<file path="src/rtl/fetch_pkg.sv">
// Shared types and default constants for the RV32I instruction fetch stage.
// The optional FETCH_STATS_EN build adds fetch/kill counters in fetch_stage.
package fetch_pkg;

  typedef enum logic [1:0] {
    IDLE = 2'd0,
    WAIT = 2'd1,
    HOLD = 2'd2,
    KILL = 2'd3
  } fetch_state_t;

  localparam logic [31:0] NOP_INSTR_DEF = 32'h0000_0013;
  localparam logic [31:0] RESET_PC_DEF  = 32'h0000_0000;

endpackage

</file>
<file path="src/rtl/fetch_stage_if_id_reg.sv">
// IF/ID pipeline register: flush beats stall, stall beats load, otherwise a bubble.
// PC fields are left untouched by flush and bubble since ValidD=0 marks them as don't-care.
module if_id_reg
  import fetch_pkg::*;
#(
  parameter int          XLEN      = 32,
  parameter logic [31:0] NOP_INSTR = NOP_INSTR_DEF
) (
  input  logic            clk,
  input  logic            rst,
  input  logic            i_flush,
  input  logic            i_stall,
  input  logic            i_load,
  input  logic [31:0]     i_instr,
  input  logic [XLEN-1:0] i_pc,
  input  logic [XLEN-1:0] i_pc_plus4,
  output logic [31:0]     o_instr,
  output logic [XLEN-1:0] o_pc,
  output logic [XLEN-1:0] o_pc_plus4,
  output logic            o_valid
);

  logic [31:0]     r_instr;
  logic [XLEN-1:0] r_pc;
  logic [XLEN-1:0] r_pc_plus4;
  logic            r_valid;

  always_ff @(posedge clk or posedge rst) begin
    if (rst) begin
      r_instr    <= NOP_INSTR;
      r_pc       <= '0;
      r_pc_plus4 <= '0;
      r_valid    <= 1'b0;
    end else if (i_flush) begin
      r_instr <= NOP_INSTR;
      r_valid <= 1'b0;
    end else if (i_stall) begin
      r_valid <= r_valid;
    end else if (i_load) begin
      r_instr    <= i_instr;
      r_pc       <= i_pc;
      r_pc_plus4 <= i_pc_plus4;
      r_valid    <= 1'b1;
    end else begin
      r_instr <= NOP_INSTR;
      r_valid <= 1'b0;
    end
  end

  assign o_instr    = r_instr;
  assign o_pc       = r_pc;
  assign o_pc_plus4 = r_pc_plus4;
  assign o_valid    = r_valid;

endmodule

</file>
<file path="src/rtl/fetch_stage.sv">
// Fetch front end: owns PCF, keeps one imem request in flight, parks a response while decode stalls.
// Define FETCH_STATS_EN to add the FetchCount/KillCount outputs.
module fetch_stage
  import fetch_pkg::*;
#(
  parameter int              XLEN      = 32,
  parameter logic [XLEN-1:0] RESET_PC  = XLEN'(RESET_PC_DEF),
  parameter logic [31:0]     NOP_INSTR = NOP_INSTR_DEF
) (
  input  logic            clk,
  input  logic            reset,
  input  logic            StallF,
  input  logic            StallD,
  input  logic            FlushD,
  input  logic            PCSrcE,
  input  logic [XLEN-1:0] PCTargetE,
  output logic            ImemReq,
  output logic [XLEN-1:0] ImemAddr,
  input  logic            ImemRvalid,
  input  logic [31:0]     ImemRdata,
  output logic [31:0]     InstrD,
  output logic [XLEN-1:0] PCD,
  output logic [XLEN-1:0] PCPlus4D,
  output logic            ValidD
`ifdef FETCH_STATS_EN
  ,
  output logic [31:0]     FetchCount,
  output logic [31:0]     KillCount
`endif
);

  fetch_state_t    r_state;
  logic [XLEN-1:0] r_pcf;
  logic [XLEN-1:0] r_hold_pc;
  logic [31:0]     r_hold_instr;
  logic            r_hold_valid;

  logic [XLEN-1:0] w_pcf_plus4;
  logic            w_accept;
  logic            w_load;
  logic            w_drop;
  logic [31:0]     w_load_instr;
  logic [XLEN-1:0] w_load_pc;

  assign w_pcf_plus4 = r_pcf + XLEN'(4);
  assign w_accept    = ImemRvalid && !PCSrcE && !StallD;

  // Request must be combinational so an accepted response can reissue in the same cycle.
  always_comb begin
    ImemReq      = 1'b0;
    ImemAddr     = r_pcf;
    w_load       = 1'b0;
    w_drop       = 1'b0;
    w_load_instr = ImemRdata;
    w_load_pc    = r_pcf;
    case (r_state)
      IDLE: ImemReq = !StallF && !PCSrcE;
      WAIT: begin
        if (ImemRvalid && PCSrcE) begin
          w_drop = 1'b1;
        end else if (w_accept) begin
          w_load   = 1'b1;
          ImemReq  = !StallF;
          ImemAddr = w_pcf_plus4;
        end
      end
      HOLD: begin
        if (PCSrcE) begin
          w_drop = 1'b1;
        end else if (r_hold_valid && !StallD) begin
          w_load       = 1'b1;
          w_load_instr = r_hold_instr;
          w_load_pc    = r_hold_pc;
        end
      end
      KILL: w_drop = ImemRvalid;
      default: ;
    endcase
    if (reset) ImemReq = 1'b0;
  end

  always_ff @(posedge clk or posedge reset) begin
    if (reset) begin
      r_state      <= IDLE;
      r_pcf        <= RESET_PC;
      r_hold_pc    <= '0;
      r_hold_instr <= NOP_INSTR;
      r_hold_valid <= 1'b0;
    end else begin
      case (r_state)
        IDLE: begin
          if (PCSrcE)       r_pcf   <= PCTargetE;
          else if (!StallF) r_state <= WAIT;
        end
        WAIT: begin
          if (w_drop) begin
            r_pcf   <= PCTargetE;
            r_state <= IDLE;
          end else if (ImemRvalid && StallD) begin
            r_hold_instr <= ImemRdata;
            r_hold_pc    <= r_pcf;
            r_hold_valid <= 1'b1;
            r_state      <= HOLD;
          end else if (w_accept) begin
            r_pcf   <= w_pcf_plus4;
            r_state <= StallF ? IDLE : WAIT;
          end else if (PCSrcE) begin
            r_pcf   <= PCTargetE;
            r_state <= KILL;
          end
        end
        HOLD: begin
          if (w_drop) begin
            r_hold_valid <= 1'b0;
            r_pcf        <= PCTargetE;
            r_state      <= IDLE;
          end else if (w_load) begin
            r_hold_valid <= 1'b0;
            r_pcf        <= w_pcf_plus4;
            r_state      <= IDLE;
          end
        end
        KILL: begin
          if (PCSrcE) r_pcf   <= PCTargetE;
          if (w_drop) r_state <= IDLE;
        end
        default: r_state <= IDLE;
      endcase
    end
  end

  if_id_reg #(
    .XLEN      (XLEN),
    .NOP_INSTR (NOP_INSTR)
  ) u_if_id (
    .clk        (clk),
    .rst        (reset),
    .i_flush    (FlushD),
    .i_stall    (StallD),
    .i_load     (w_load),
    .i_instr    (w_load_instr),
    .i_pc       (w_load_pc),
    .i_pc_plus4 (w_load_pc + XLEN'(4)),
    .o_instr    (InstrD),
    .o_pc       (PCD),
    .o_pc_plus4 (PCPlus4D),
    .o_valid    (ValidD)
  );

`ifdef FETCH_STATS_EN
  logic [31:0] r_fetch_count;
  logic [31:0] r_kill_count;

  // A load that coincides with FlushD never lands in IF/ID, so it is not counted.
  always_ff @(posedge clk or posedge reset) begin
    if (reset) begin
      r_fetch_count <= '0;
      r_kill_count  <= '0;
    end else begin
      if (w_load && !FlushD) r_fetch_count <= r_fetch_count + 32'd1;
      if (w_drop)            r_kill_count  <= r_kill_count + 32'd1;
    end
  end

  assign FetchCount = r_fetch_count;
  assign KillCount  = r_kill_count;
`endif

endmodule

</file>
<file path="config.mk">
export PLATFORM = sky130hd
export DESIGN_NAME = fetch_stage
export DESIGN_NICKNAME = d
export VERILOG_FILES = /design/src/rtl/fetch_pkg.sv /design/src/rtl/fetch_stage_if_id_reg.sv /design/src/rtl/fetch_stage.sv
export SDC_FILE = /design/constraint.sdc
export NUM_CORES = 1
export LEC_CHECK = 0
export ABC_AREA = 1
export CORE_MARGIN = 2
export CORE_UTILIZATION = 32
export DETAILED_ROUTE_END_ITERATION = 16
export PLACE_DENSITY_LB_ADDON = 0.1
export SETUP_SLACK_MARGIN = 0.05
export SYNTH_ARGS = -nofsm -noshare
export SYNTH_HDL_FRONTEND = slang
export SYNTH_SLANG_ARGS = --single-unit
</file>
<file path="constraint.sdc">
create_clock -name clk -period 7.8 [get_ports clk]
set_input_delay 1.17 -clock clk [delete_from_list [all_inputs] [get_ports clk]]
set_output_delay 1.17 -clock clk [all_outputs]
set_load 0.02 [all_outputs]
</file>
==> impl_metrics.toml <==
[finish]
layout.nets = 2000
area_growth_syn_to_layout_pct = 23.21
drive_above_1_share_pct = 6.098
fill_cells = 4064
final_core_util_pct = 39.92

[detailed_routing]
dr.pass1.iters = 5
ant_nets = 0
drc_errors = 0
routed-via-count = 12090
vias_per_cell = 4.940
routed_wl_um = 42490
wl_per_cell_um = 17.36
drtIter0Drc = 1056

[worst_setup_path]
critPathMaxFanout = 51
r2r_start = "r_state[0]"
worst-r2r-setup-slack_ns = 3.08
crit_path_start = "StallD"
crit_family = "simple AND/OR/NAND/NOR gates"
endpoint = "ImemReq"
startpoint_type = "primary input"
crit_required_ns = 6.63
crit_buf_inv = 2
worstReg2RegEnd = "u_if_id.o_pc_plus4[26]"
critical_path_class = "in -> out"
slowest_delay_ns = 0.68
critPathSlowestCell = "clkdlybuf4s50_1"
arrival_ns = 4.25
worstSetupEndpointType = "primary output"
crit_cells = 7
crit_chain = "clkdlybuf4s50_1, nor2_8, nand2_4, nor2_8, a21oi_1, a2111oi_0, clkdlybuf4s50_1"
worstRegToRegCells = 12

[synthesis]
yosys_warnings = 0
synth_area_leaders = "dfrtp_1, nand2_1, o21ai_0, inv_1, nand3_1"
netlist_area_sq_um = 12170
synth.largest_area_cell = "dfrtp_1"
synth_common_cells = "nand2_1, o21ai_0, dfrtp_1"
syn_avg_cell_area_sq_um = 6.828
netlist_instances = 1783
synthDominantCellAreaShare_pct = 38.64
synth_edf_count = 0
yosysUniqueCellTypes = 40
ys_ff_latch = 194
syn-num-nets = 1861
synth_seq_area_share_pct = 39.94
synth_flop_cell = "dfrtp_1"
async_flop_share_pct = 100.0
synth_most_common_cell = "nand2_1"

[clocking]
clock-root-buffer = "clkbuf_16"
clk_path_buf_depth = 2
post_cts_buffers = 0
htree_num_levels = 4
insertion_delay_ns = 0.45
cts_made_buffers = 17
clk_pin_slew_worst_paths_ns = 0.06
cts_hold_buf = 0
cts_tree = "built"
clock-sinks = 194
ctsResizeCount = 0

[job]
cap_violations = 0

[global_routing]
antenna_found_initial = 0
grt_pass1_wl_um = 65610
track_usage_pct = 21.69
grt_start_max_net_pins = 124
gr-total-overflow = 0
grt_pass1_vias = 11120

[power]
power_density_nw_per_um2 = 371.5
ir_drop_mv = 0.1726
power_leakage_nw = 7.049

[sta]
finalCritPeriodShare_pct = 69.43
finalSetupTns_ns = 0
worst_pin_slew_ns = 1.082
slew_headroom_pct = 27.79
clock_skew_ns = 0.01493
setup_viol = 0
timing.fmax_mhz = 184.7
maxSlewViolCount = 0
hold_viol_final = 0
grt_setup_unrepaired = "no"
post-route-min-period_ns = 5.416

[placed_design]
gp_congestion = 0.8807
dp_hpwl_um = 30780
portBuffers = 200

[die]
io_pins = 201
initial_core_util_pct = 32.40
dieArea_sq_um = 39620
die_w_um = 199.1
dieHeight_um = 199.1
core-area_sq_um = 37580
rows = 71

[min_path]
hold_path.class = "reg -> reg"

[status]
status = "complete, no violations"
## layout make-up
| type | instances | area [sq um] | area share, % |
|---|---|---|---|
| clock inverter | 9 | 92.59 | 0.6173 |
| multi-input combinational | 1320 | 6150 | 41.00 |
| sequential | 194 | 4862 | 32.42 |
| antenna | 1 | 2.502 | 0.01668 |
| inverter | 178 | 675.6 | 4.505 |
| tap | 511 | 639.4 | 4.263 |
| timing repair buffer | 211 | 2079 | 13.86 |
| clock buffer | 23 | 498.0 | 3.320 |
## kinds of logic (layout without fill, tap and decap cells)
logic type	count (synthesis)	after routing	share of synthesized area, %
AOI/OAI and AO/OA	336	336	14.70
xor gates and xnor gates	9	9	0.6475
adders and majority gates	7	7	0.7194
buffers and inverters	269	421	9.651
DFF	194	194	39.94
other	0	1	0
and+or+nand+nor	968	968	34.35
## placed cells by master (no fill, tap or decap), types with 3 or more instances in the layout
| master | n |
|---|---|
| a211oi_1 | 10 |
| a21oi_1 | 36 |
| a22oi_1 | 4 |
| a31oi_1 | 5 |
| buf_4 | 11 |
| clkbuf_16 | 17 |
| clkbuf_8 | 5 |
| clkdlybuf4s50_1 | 199 |
| clkinv_1 | 5 |
| clkinvlp_4 | 3 |
| dfrtp_1 | 188 |
| dfstp_2 | 6 |
| ha_1 | 7 |
| inv_1 | 166 |
| inv_2 | 6 |
| inv_6 | 3 |
| nand2_1 | 605 |
| nand2_2 | 31 |
| nand2_4 | 6 |
| nand3_1 | 120 |
| nand3_2 | 3 |
| nand3b_1 | 17 |
| nand4_1 | 15 |
| nor2_1 | 125 |
| nor2_2 | 10 |
| nor2_4 | 5 |
| nor2_8 | 3 |
| nor3_1 | 23 |
| o211ai_1 | 8 |
| o21a_1 | 6 |
| o21ai_0 | 234 |
| o21ai_1 | 15 |
| o22ai_1 | 14 |
| xor2_1 | 9 |
## per-layer routing
layer | global-route usage, % | wire (um) | up-vias
met5 | 0 | 0 | -
met4 | 4.754 | 418 | 0
met3 | 3.173 | 2357 | 24
met2 | 31.82 | 18070 | 342
met1 | 33.34 | 21640 | 5700
li1 | - | - | 6022
## worst reg2reg max path: cells and delay by family, from the launching register on
kind / cells / cell delay [ns]
buffers and inverters: 4 / 1.92
and+or+nand+nor: 7 / 1.64
adders and majority gates: 1 / 0.68
DFF: 1 / 0.43
## per-stage QoR
step | instance area [sq um] | instances | setup slack, ns | power (mW) | hold WS, ns
after floorplan | 12170 | 1783 | 1.356 | 3.487 | 0.4444
after global placement | 14410 | 2414 | 2.413 | 4.647 | 0.4595
after detailed placement | 14410 | 2414 | 2.393 | 4.665 | 0.4647
after CTS | 15000 | 2446 | 2.390 | 5.589 | 0.4840
after global routing | 15000 | 2446 | 2.203 | 6.006 | 0.5023
final | 15000 | 2447 | 2.384 | 5.572 | 0.4815
## where the power goes
part / switching, mW / leakage [nW] / internal (mW)
Sequential: 0.348 / 2.49 / 1.41
Combinational: 1.87 / 4.28 / 1.04
Clock: 0.419 / 0.283 / 0.487
Total: 2.63 / 7.05 / 2.94
## state kept, by name, indices dropped and copies added, names as in the netlist
register,flops
u_if_id.o_pc,30
u_if_id.o_valid,1
r_hold_instr,32
u_if_id.o_pc_plus4,32
u_if_id.o_instr,32
r_state,2
r_hold_pc,32
r_hold_valid,1
r_pcf,32
## worst min path at each step
stage | slack [ns] | start | cells past startpoint | to
floorplan | 0.44 | r_hold_pc[3] | 2 | r_hold_pc[3]
global placement | 0.46 | r_hold_pc[5] | 2 | r_hold_pc[5]
detailed placement | 0.46 | r_hold_pc[5] | 2 | r_hold_pc[5]
CTS | 0.48 | r_hold_pc[5] | 2 | r_hold_pc[5]
global route | 0.50 | r_hold_instr[5] | 2 | r_hold_instr[5]
finish | 0.48 | u_if_id.o_pc_plus4[23] | 2 | u_if_id.o_pc_plus4[23]
No activity file was read; power rests on OpenSTA's default activity.
